File: src/rtl/gfx_pkg.sv
// Shared frame-buffer constants and drawing-engine state type.
// The scan-out side uses the same geometry, so keep these in sync with it.
package gfx_pkg;

  localparam int H_RES   = 640;  // visible pixels per row, also the VRAM row stride
  localparam int V_RES   = 480;  // visible rows
  localparam int ADDR_W  = 19;   // covers H_RES*V_RES = 307200 words
  localparam int COLOR_W = 12;   // RGB444

  localparam int X_W   = 10;     // column coordinate / width
  localparam int Y_W   = 9;      // row coordinate / height
  localparam int EXT_W = 11;     // x+w and y+h sums without overflow

  typedef enum logic [1:0] {
    ST_IDLE  = 2'd0,
    ST_SETUP = 2'd1,
    ST_FILL  = 2'd2
  } fill_state_t;

endpackage

File: src/rtl/rect_clip.sv
// Combinational clip of a rectangle against the visible area, plus the
// linear VRAM address of the top row (y*640 built from two shifts).
module rect_clip
  import gfx_pkg::*;
(
  input  logic [X_W-1:0]    x,
  input  logic [Y_W-1:0]    y,
  input  logic [X_W-1:0]    w,
  input  logic [Y_W-1:0]    h,
  output logic [EXT_W-1:0]  x_end,
  output logic [EXT_W-1:0]  y_end,
  output logic [ADDR_W-1:0] row_base,
  output logic              empty
);

  localparam logic [EXT_W-1:0] H_LIM = EXT_W'(H_RES);
  localparam logic [EXT_W-1:0] V_LIM = EXT_W'(V_RES);

  logic [EXT_W-1:0]  x_sum;
  logic [EXT_W-1:0]  y_sum;
  logic [ADDR_W-1:0] y_ext;

  // Exclusive end coordinates clamped to the screen, empty detect, row base.
  always_comb begin
    x_sum    = {1'b0, x} + {1'b0, w};
    y_sum    = {2'b00, y} + {2'b00, h};
    x_end    = (x_sum > H_LIM) ? H_LIM : x_sum;
    y_end    = (y_sum > V_LIM) ? V_LIM : y_sum;
    y_ext    = ADDR_W'(y);
    row_base = (y_ext << 9) + (y_ext << 7);
    empty    = (w == '0) || (h == '0) ||
               ({1'b0, x} >= H_LIM) || ({2'b00, y} >= V_LIM);
  end

endmodule

File: src/rtl/vram_rect_fill.sv
// Rectangle-fill engine: latches one command, clips it, then streams one
// solid-colour VRAM write per accepted cycle in raster order.
module vram_rect_fill
  import gfx_pkg::*;
(
  input  logic               clk,
  input  logic               rst_n,
  input  logic               cmd_valid,
  output logic               cmd_ready,
  input  logic [X_W-1:0]     cmd_x,
  input  logic [Y_W-1:0]     cmd_y,
  input  logic [X_W-1:0]     cmd_w,
  input  logic [Y_W-1:0]     cmd_h,
  input  logic [COLOR_W-1:0] cmd_color,
  output logic               vram_we,
  output logic [ADDR_W-1:0]  vram_waddr,
  output logic [COLOR_W-1:0] vram_wdata,
  input  logic               vram_stall,
  output logic               busy,
  output logic               done
);

  localparam logic [ADDR_W-1:0] H_STEP = ADDR_W'(H_RES);

  fill_state_t state_reg, state_next;

  logic [X_W-1:0]     x_reg, x_next;
  logic [Y_W-1:0]     y_reg, y_next;
  logic [X_W-1:0]     w_reg, w_next;
  logic [Y_W-1:0]     h_reg, h_next;
  logic [COLOR_W-1:0] color_reg, color_next;
  logic [EXT_W-1:0]   x_end_reg, x_end_next;
  logic [EXT_W-1:0]   y_end_reg, y_end_next;
  logic [X_W-1:0]     cx_reg, cx_next;
  logic [Y_W-1:0]     cy_reg, cy_next;
  logic [ADDR_W-1:0]  row_base_reg, row_base_next;
  logic [ADDR_W-1:0]  addr_reg, addr_next;
  logic               we_reg, we_next;
  logic [COLOR_W-1:0] wdata_reg, wdata_next;
  logic               busy_reg, busy_next;
  logic               done_reg, done_next;

  logic [EXT_W-1:0]   clip_x_end;
  logic [EXT_W-1:0]   clip_y_end;
  logic [ADDR_W-1:0]  clip_row_base;
  logic               clip_empty;
  logic               accepted;
  logic [EXT_W-1:0]   cx_inc;
  logic [EXT_W-1:0]   cy_inc;

  rect_clip u_clip (
    .x        (x_reg),
    .y        (y_reg),
    .w        (w_reg),
    .h        (h_reg),
    .x_end    (clip_x_end),
    .y_end    (clip_y_end),
    .row_base (clip_row_base),
    .empty    (clip_empty)
  );

  assign cmd_ready  = (state_reg == ST_IDLE);
  assign vram_we    = we_reg;
  assign vram_waddr = addr_reg;
  assign vram_wdata = wdata_reg;
  assign busy       = busy_reg;
  assign done       = done_reg;

  // State register.
  always_ff @(posedge clk or negedge rst_n) begin
    if (!rst_n) state_reg <= ST_IDLE;
    else        state_reg <= state_next;
  end

  // Next-state, pointer advance and registered-output decode.
  always_comb begin
    state_next    = state_reg;
    x_next        = x_reg;
    y_next        = y_reg;
    w_next        = w_reg;
    h_next        = h_reg;
    color_next    = color_reg;
    x_end_next    = x_end_reg;
    y_end_next    = y_end_reg;
    cx_next       = cx_reg;
    cy_next       = cy_reg;
    row_base_next = row_base_reg;
    addr_next     = addr_reg;
    we_next       = we_reg;
    wdata_next    = wdata_reg;
    done_next     = 1'b0;
    accepted      = we_reg & ~vram_stall;
    cx_inc        = {1'b0, cx_reg} + 1'b1;
    cy_inc        = {2'b00, cy_reg} + 1'b1;

    case (state_reg)
      ST_IDLE: begin
        if (cmd_valid) begin
          x_next     = cmd_x;
          y_next     = cmd_y;
          w_next     = cmd_w;
          h_next     = cmd_h;
          color_next = cmd_color;
          state_next = ST_SETUP;
        end
      end
      ST_SETUP: begin
        x_end_next = clip_x_end;
        y_end_next = clip_y_end;
        if (clip_empty) begin
          state_next = ST_IDLE;
          done_next  = 1'b1;
        end else begin
          state_next    = ST_FILL;
          cx_next       = x_reg;
          cy_next       = y_reg;
          row_base_next = clip_row_base;
          addr_next     = clip_row_base + ADDR_W'(x_reg);
          we_next       = 1'b1;
          wdata_next    = color_reg;
        end
      end
      ST_FILL: begin
        // A stalled write leaves every register untouched.
        if (accepted) begin
          if (cx_inc < x_end_reg) begin
            cx_next   = cx_reg + 1'b1;
            addr_next = addr_reg + 1'b1;
          end else if (cy_inc < y_end_reg) begin
            cx_next       = x_reg;
            cy_next       = cy_reg + 1'b1;
            row_base_next = row_base_reg + H_STEP;
            addr_next     = row_base_reg + H_STEP + ADDR_W'(x_reg);
          end else begin
            state_next = ST_IDLE;
            we_next    = 1'b0;
            done_next  = 1'b1;
          end
        end
      end
      default: begin
        state_next = ST_IDLE;
        we_next    = 1'b0;
      end
    endcase

    busy_next = (state_next != ST_IDLE);
  end

  // Datapath and output registers.
  always_ff @(posedge clk or negedge rst_n) begin
    if (!rst_n) begin
      x_reg        <= '0;
      y_reg        <= '0;
      w_reg        <= '0;
      h_reg        <= '0;
      color_reg    <= '0;
      x_end_reg    <= '0;
      y_end_reg    <= '0;
      cx_reg       <= '0;
      cy_reg       <= '0;
      row_base_reg <= '0;
      addr_reg     <= '0;
      we_reg       <= 1'b0;
      wdata_reg    <= '0;
      busy_reg     <= 1'b0;
      done_reg     <= 1'b0;
    end else begin
      x_reg        <= x_next;
      y_reg        <= y_next;
      w_reg        <= w_next;
      h_reg        <= h_next;
      color_reg    <= color_next;
      x_end_reg    <= x_end_next;
      y_end_reg    <= y_end_next;
      cx_reg       <= cx_next;
      cy_reg       <= cy_next;
      row_base_reg <= row_base_next;
      addr_reg     <= addr_next;
      we_reg       <= we_next;
      wdata_reg    <= wdata_next;
      busy_reg     <= busy_next;
      done_reg     <= done_next;
    end
  end

endmodule

File: config.mk
export PLATFORM = sky130hd
export DESIGN_NAME = vram_rect_fill
export DESIGN_NICKNAME = d
export VERILOG_FILES = /design/src/rtl/gfx_pkg.sv /design/src/rtl/rect_clip.sv /design/src/rtl/vram_rect_fill.sv
export SDC_FILE = /design/constraint.sdc
export NUM_CORES = 1
export LEC_CHECK = 0
export ABC_AREA = 1
export CAP_MARGIN = 20
export CORE_MARGIN = 2
export CORE_UTILIZATION = 54
export CTS_CLUSTER_SIZE = 20
export DETAILED_ROUTE_END_ITERATION = 8
export GPL_TIMING_DRIVEN = 0
export MAX_ROUTING_LAYER = met4
export PLACE_DENSITY = 0.75
export SYNTH_ARGS = -nofsm -noshare
export SYNTH_HDL_FRONTEND = slang
export SYNTH_HIERARCHICAL = 1
export SYNTH_SLANG_ARGS = --single-unit
File: constraint.sdc
create_clock -name clk -period 2.5 [get_ports clk]
set_clock_uncertainty 0.05 [all_clocks]
set_input_delay 0.25 -clock clk [delete_from_list [all_inputs] [get_ports clk]]
set_output_delay 0.25 -clock clk [all_outputs]
set_load 0.03 [all_outputs]
==> impl_metrics.toml <==
[outcome]
status = "finished with violations"
violations = "negative setup slack"

[floorplanning]
die_y_microns = 145
ios = 89
start_util_pct = 55.0
coreArea_sq_um = 19500
dieArea_sq_um = 21000
die_w_microns = 145
rows = 51

[worst_setup_path]
cp_slowest_cell = "dfrtp_1"
crit_arrival_ns = 3.39
slowest_delay_ns = 0.40
cp_data_required_time_ns = 2.76
path_buf_inv = 5
crit_path_end_kind = "flop"
regToRegSetupSlack_ns = -0.63
crit_family = "simple AND/OR/NAND/NOR gates"
cp_cell_sequence = "nand3_2 -> nor2_4 -> nand4_1 -> or2_1 -> nor2_2 -> xor2_2 -> ha_1 -> nand2_2 -> o21a_1 -> nand3_4 -> nor2_8 -> inv_6 -> nand3_2 -> nand2_2 -> inv_2 -> buf_8 -> buf_12 -> buf_8 -> a31oi_1"
worst-path-max-fanout = 5
crit_path_start_kind = "flop"
worstSetupPathType = "flop to flop"

[cells_and_area]
layout_commonest_cell = "nand2_1"
nNetsFinal = 1731
n_fill_cell = 1558
finish.utilization_pct = 68.6
syn_to_final_growth_pct = 24.7
antenna_cells = 0
final_cell_mix = "nand2_1 (352), inv_1 (163), dfrtp_1 (136), nor2_1 (102), nand3_1 (91)"
drive_gt1_share_pct = 17.3

[route]
wl_per_cell_microns = 16.7
viasPerCell = 5.44
drt-initial-drc-count = 658
drt-total-wl_microns = 31300
vias = 10205
ant_nets = 0
first_pass_iters = 6
drc = 0

[grt]
grt_pass1_wl_microns = 49300
grt-ovfl-total = 0
antenna_found_initial = 0
first_global_vias = 9908
grt_max_degree = 96
grt_usage_pct = 31.3

[clocking]
cts.sinks = 146
cts_buffers = 17
clk_pin_slew_ns = 0.07
cts_tree = "built"
h-tree-depth = 4
clk_latency_ns = 0.44
root_buffer = "clkbuf_16"
clock_path_buffers = 2

[timing]
setup_ws_ns = -0.628
relSlewSlack_pct = 52.4
finalHoldViolCount = 0
finalMaxSlewViolations = 0
rsz0062_at_grt = "true"
finalSetupViolCount = 55
period_share_pct = 125
whs_ns = 0.289
fmax_ghz = 0.320
layout_min_cycle_time_ns = 3.13
worst_pin_slew_ns = 0.714

[synthesis]
yosys_register_bits = 146
ys.warnings.count = 6
synth_edf_count = 0
synth-seq-area-share_pct = 34.1
synthesis.area_sq_um = 10700
syn-mean-instance-area_sq_um = 7.46
ys_types = 52
synthArstFlopShare_pct = 100
synthFlopType = "dfrtp_1"
netlist_instances = 1434

[placed_design]
dp_hpwl_microns = 22700
io_buffers = 88
gp_congestion = 0.940

[job]
maxCapViolations = 0

[worst_hold_path]
holdCritPathClass = "primary input to async pin"
through the flow:
stage | instances | TNS [ns] | setup slack [ns] | instance area, sq um
finish | 1876 | -29.01 | -0.628 | 13300
CTS | 1862 | -26.70 | -0.570 | 13000
global placement | 1796 | -752.23 | -4.91 | 12000
detailed placement | 1797 | -41.97 | -0.871 | 12000
global route | 1876 | -37.74 | -0.784 | 13300
floorplan | 1443 | -7.24 | -0.194 | 10800
final timing paths:
path / start / cells after the start / endpoint
setup / recovery: cx_reg[0]$_DFFE_PN0P_ / 19 / cx_reg[9]$_DFFE_PN0P_
hold / removal: rst_n / 2 / row_base_reg[12]$_DFFE_PN0P_
setup reg to reg: cx_reg[0]$_DFFE_PN0P_ / 19 / cx_reg[9]$_DFFE_PN0P_
hold reg to reg: x_end_reg[0]$_DFFE_PN0P_ / 2 / x_end_reg[0]$_DFFE_PN0P_
max in group asynchronous: rst_n / 3 / x_reg[4]$_DFFE_PN0P_
min in group clk: cmd_color[4] / 3 / color_reg[4]$_DFFE_PN0P_
cell usage after synthesis, types with 6 or more instances:
master	number	area share, %
a21oi_1	64	3.0
a31oi_1	11	0.64
buf_2	13	0.61
buf_4	14	0.98
clkbuf_1	17	0.60
dfrtp_1	146	34
ha_1	74	8.7
inv_1	166	5.8
inv_2	9	0.32
mux2_2	37	3.9
nand2_1	370	13
nand2_2	6	0.35
nand3_1	103	4.8
nand3_2	6	0.56
nand3b_1	7	0.49
nand4_1	21	1.2
nor2_1	110	3.9
nor2_2	11	0.64
nor3_1	9	0.42
o211ai_1	23	1.6
o21ai_0	93	4.3
o21ai_1	14	0.65
xnor2_1	19	1.6
xor2_1	33	2.7
cells by family after synthesis:
family	count (synthesis)	synth area share, %
AO/OA/AOI/OAI	223	11.7
XOR/XNOR	53	4.41
adder cells (fa/ha/maj)	79	9.59
buffers and inverters	228	8.94
flip-flops	146	34.1
multiplexers	37	3.89
other	1	0.0350
AND/OR/NAND/NOR	667	27.3
layer usage:
| metal | global-route usage [%] | share of wire, % | vias up |
|---|---|---|---|
| met4 | 12.4 | 3.3 | 0 |
| met3 | 5.20 | 5.3 | 74 |
| li1 | - | - | 5003 |
| met5 | - | 0 | - |
| met2 | 52.0 | 49 | 332 |
| met1 | 38.2 | 42 | 4796 |
final cells by class:
| class | instances | area [sq um] | share of cell area [%] |
|---|---|---|---|
| Multi-Input combinational cell | 1069 | 6420 | 48.1 |
| Sequential cell | 146 | 3670 | 27.5 |
| Tap cell | 265 | 332 | 2.48 |
| Clock buffer | 17 | 425 | 3.19 |
| Inverter | 176 | 668 | 5.01 |
| Buffer | 52 | 364 | 2.73 |
| Clock inverter | 15 | 136 | 1.02 |
| Timing Repair Buffer | 136 | 1330 | 9.99 |
repair_timing:
action / in CTS / in global routing
endpoints found under the hold margin: 51 / 0
setup endpoints to repair: 63 / 74
pin swaps: 28 / 26
cloned: 2 / 0
setup buffers: 30 / 14
hold buffers: 1 / 0
gates resized for setup: 54 / 56
Power of run 1 is left out: the tool's default activity adds up to more than one toggle a clock period on the data nets, which glitch-free logic cannot reach.
==> patch (same flow settings) <==
`cy_reg` no longer has a reset.
--- a/src/rtl/vram_rect_fill.sv
+++ b/src/rtl/vram_rect_fill.sv
@@ -160,3 +160,2 @@
       cx_reg       <= '0;
-      cy_reg       <= '0;
       row_base_reg <= '0;
@@ -176,3 +175,2 @@
       cx_reg       <= cx_next;
-      cy_reg       <= cy_next;
       row_base_reg <= row_base_next;
@@ -186,2 +184,6 @@
 
+  always_ff @(posedge clk) begin
+    cy_reg <= cy_next;
+  end
+
 endmodule
Check against the original RTL: no difference found for any inputs over 4 cycles, from zero or initial values and one cycle with rst_n low; that may be too few to reach the edited logic, so the function may still have changed.
==> patch against the unedited design <==
The run still ends with setup timing left. Utilization up 1.2 points. Routed wire length fell by 1.3%. Sequential cell count unchanged. Cell area increased by 1.5%. Worst hold slack better by 0.016 ns. Synthesized area decreased by 0.30%. Non-clock buffer count down 5. Worst setup slack better by 0.065 ns. Die area decreased by 0.30%. Critical endpoint is now cx_reg[6]. Highest routed layer unchanged.
Power is left out: it rests on default switching activity, and per cell area and clock period it moved more than threefold.
==> patch: results (changes against the unedited design) <==
Status:
- The flow ran to the end, but the final reports show violations.
- The final reports fail on setup timing.

Critical path:
- The kind of cell with the highest combined delay on the critical path is simple AND/OR/NAND/NOR gates.
- The peak per-stage delay on the critical path is 0.44 ns (+0.04 ns).
- The maximum fanout count along the critical path is 8 (+3).
- The data required time at the worst endpoint came to 2.80 ns (+0.04 ns).
- The count of cells along the worst register-to-register path is 20 (+1).

Global routing:
- The largest net degree at the start of global routing is 84 (-13%).
- The initial antenna violation count is 0 (unchanged).
- The number of global-route vias before repair came to 9643 (-2.7%).
- The total routing usage reported by global routing came to 31.2% (-0.15 points).
- The first-pass GRT wire length was 48500 um (-1.6%).

Final layout:
- The total number of nets in the final design is 1703 (-1.6%).
- The fraction of final layout cells sized beyond drive strength 1 is 18.7% (+1.4 points).

Yosys:
- The fraction of synthesis flops using an asynchronous set or reset pin is 93.8% (-6.2 points).
- The number of library cell types mapped by synthesis is 54 (+3.8%).
- The number of synthesized flops with an enable pin came to 9 (+9).
- The post-synthesis sequential area ratio was 34.7% (+0.53 points).
- The number of standard cells after synthesis is 1408 (-1.8%).
- Counting instances in the post-synthesis netlist gives the leading cell types as sky130_fd_sc_hd__nand2_1, sky130_fd_sc_hd__inv_1, sky130_fd_sc_hd__dfrtp_1, sky130_fd_sc_hd__o21ai_0, sky130_fd_sc_hd__nand3_1.
- The count of warnings emitted by yosys came to 6 (unchanged).
- Sorting the synthesized cells by area gives the leading types as sky130_fd_sc_hd__dfrtp_1, sky130_fd_sc_hd__nand2_1, sky130_fd_sc_hd__ha_1.

CTS:
- CTS placed an instance of sky130_fd_sc_hd__clkbuf_16 at the clock tree root.

Routing:
- The number of violations reported at the end of detailed-routing iteration 0 is 693 (+5.3%).
- The per-cell routed wire length was 16.7 um (+0.22%).
- The total wire length is 30900 um (-1.3%).
- The count of vias placed by the detailed router is 10200 (-0.088%).

Timing:
- The least setup slack across all paths after layout is -0.562 ns (+0.0653 ns).
- The total negative slack for setup checks came to -26.84 ns (+2.17 ns).
- The final number of setup-violating endpoints is 55 (unchanged).
- The pin slew with the least headroom to its limit is 0.837 ns (+0.123 ns).

Placement:
- The detailed-placement wirelength estimate was 22300 um (-1.9%).
- The count of placed standard cells including taps is 1771 (-1.4%).
- The routability congestion estimate is 0.946 (+0.64%).
- The area of placed instances was 12000 um2 (about the same).
- The pre-CTS setup slack is -0.850 ns (+0.0207 ns).
[patch: logic make-up (layout without fill, tap and decap cells)]
group | after synthesis | in the layout | share of synthesized area, %
compound gates | 234 | 234 | 12.1
buf+inv | 225 | 391 | 8.97
mux | 37 | 37 | 3.90
flops | 146 | 146 | 34.7
simple gates | 632 | 632 | 26.2
xor+xnor | 54 | 54 | 4.57
fa+ha+maj | 79 | 79 | 9.62
other cells | 1 | 10 | 0.0351
[patch: routing by layer]
metal  track usage, %  part of all wire [%]
met1             40.3                    43
met2             47.7                    46
met3             7.72                   7.9
met4             11.5                   3.3
met5                -                     0
[patch: cell type report]
cell class | instances | area, um2
Multi-Input combinational cell | 1046 | 6540
Fill cell | 1571 | 5860
Sequential cell | 146 | 3710
Timing Repair Buffer | 135 | 1360
Inverter | 176 | 678
Clock buffer | 18 | 439
Buffer | 48 | 334
Tap cell | 265 | 332
Clock inverter | 14 | 144
[patch: repair_timing]
action / CTS / global route
cloned: 3 / 0
gates resized for setup: 48 / 98
endpoints found under the setup margin: 63 / 105
hold endpoints to repair: 54 / 0
buffers inserted: 35 / 7
hold buffers: 1 / 0
pin swaps: 27 / 37
[patch: path summary, 6_finish.rpt]
| check | start | end | slack, ns |
|---|---|---|---|
| worst max register to register | cx_reg[0] | cx_reg[6] | -0.56 |
| max in group asynchronous | rst_n | x_reg[1] | 1.29 |
| min in group clk | cmd_color[5] | color_reg[5] | 0.33 |
| worst max-delay path | cx_reg[0] | cx_reg[6] | -0.56 |
| worst min-delay path | rst_n | x_end_reg[8] | 0.31 |
| worst min register to register | vram_wdata[0] | vram_wdata[0] | 0.43 |
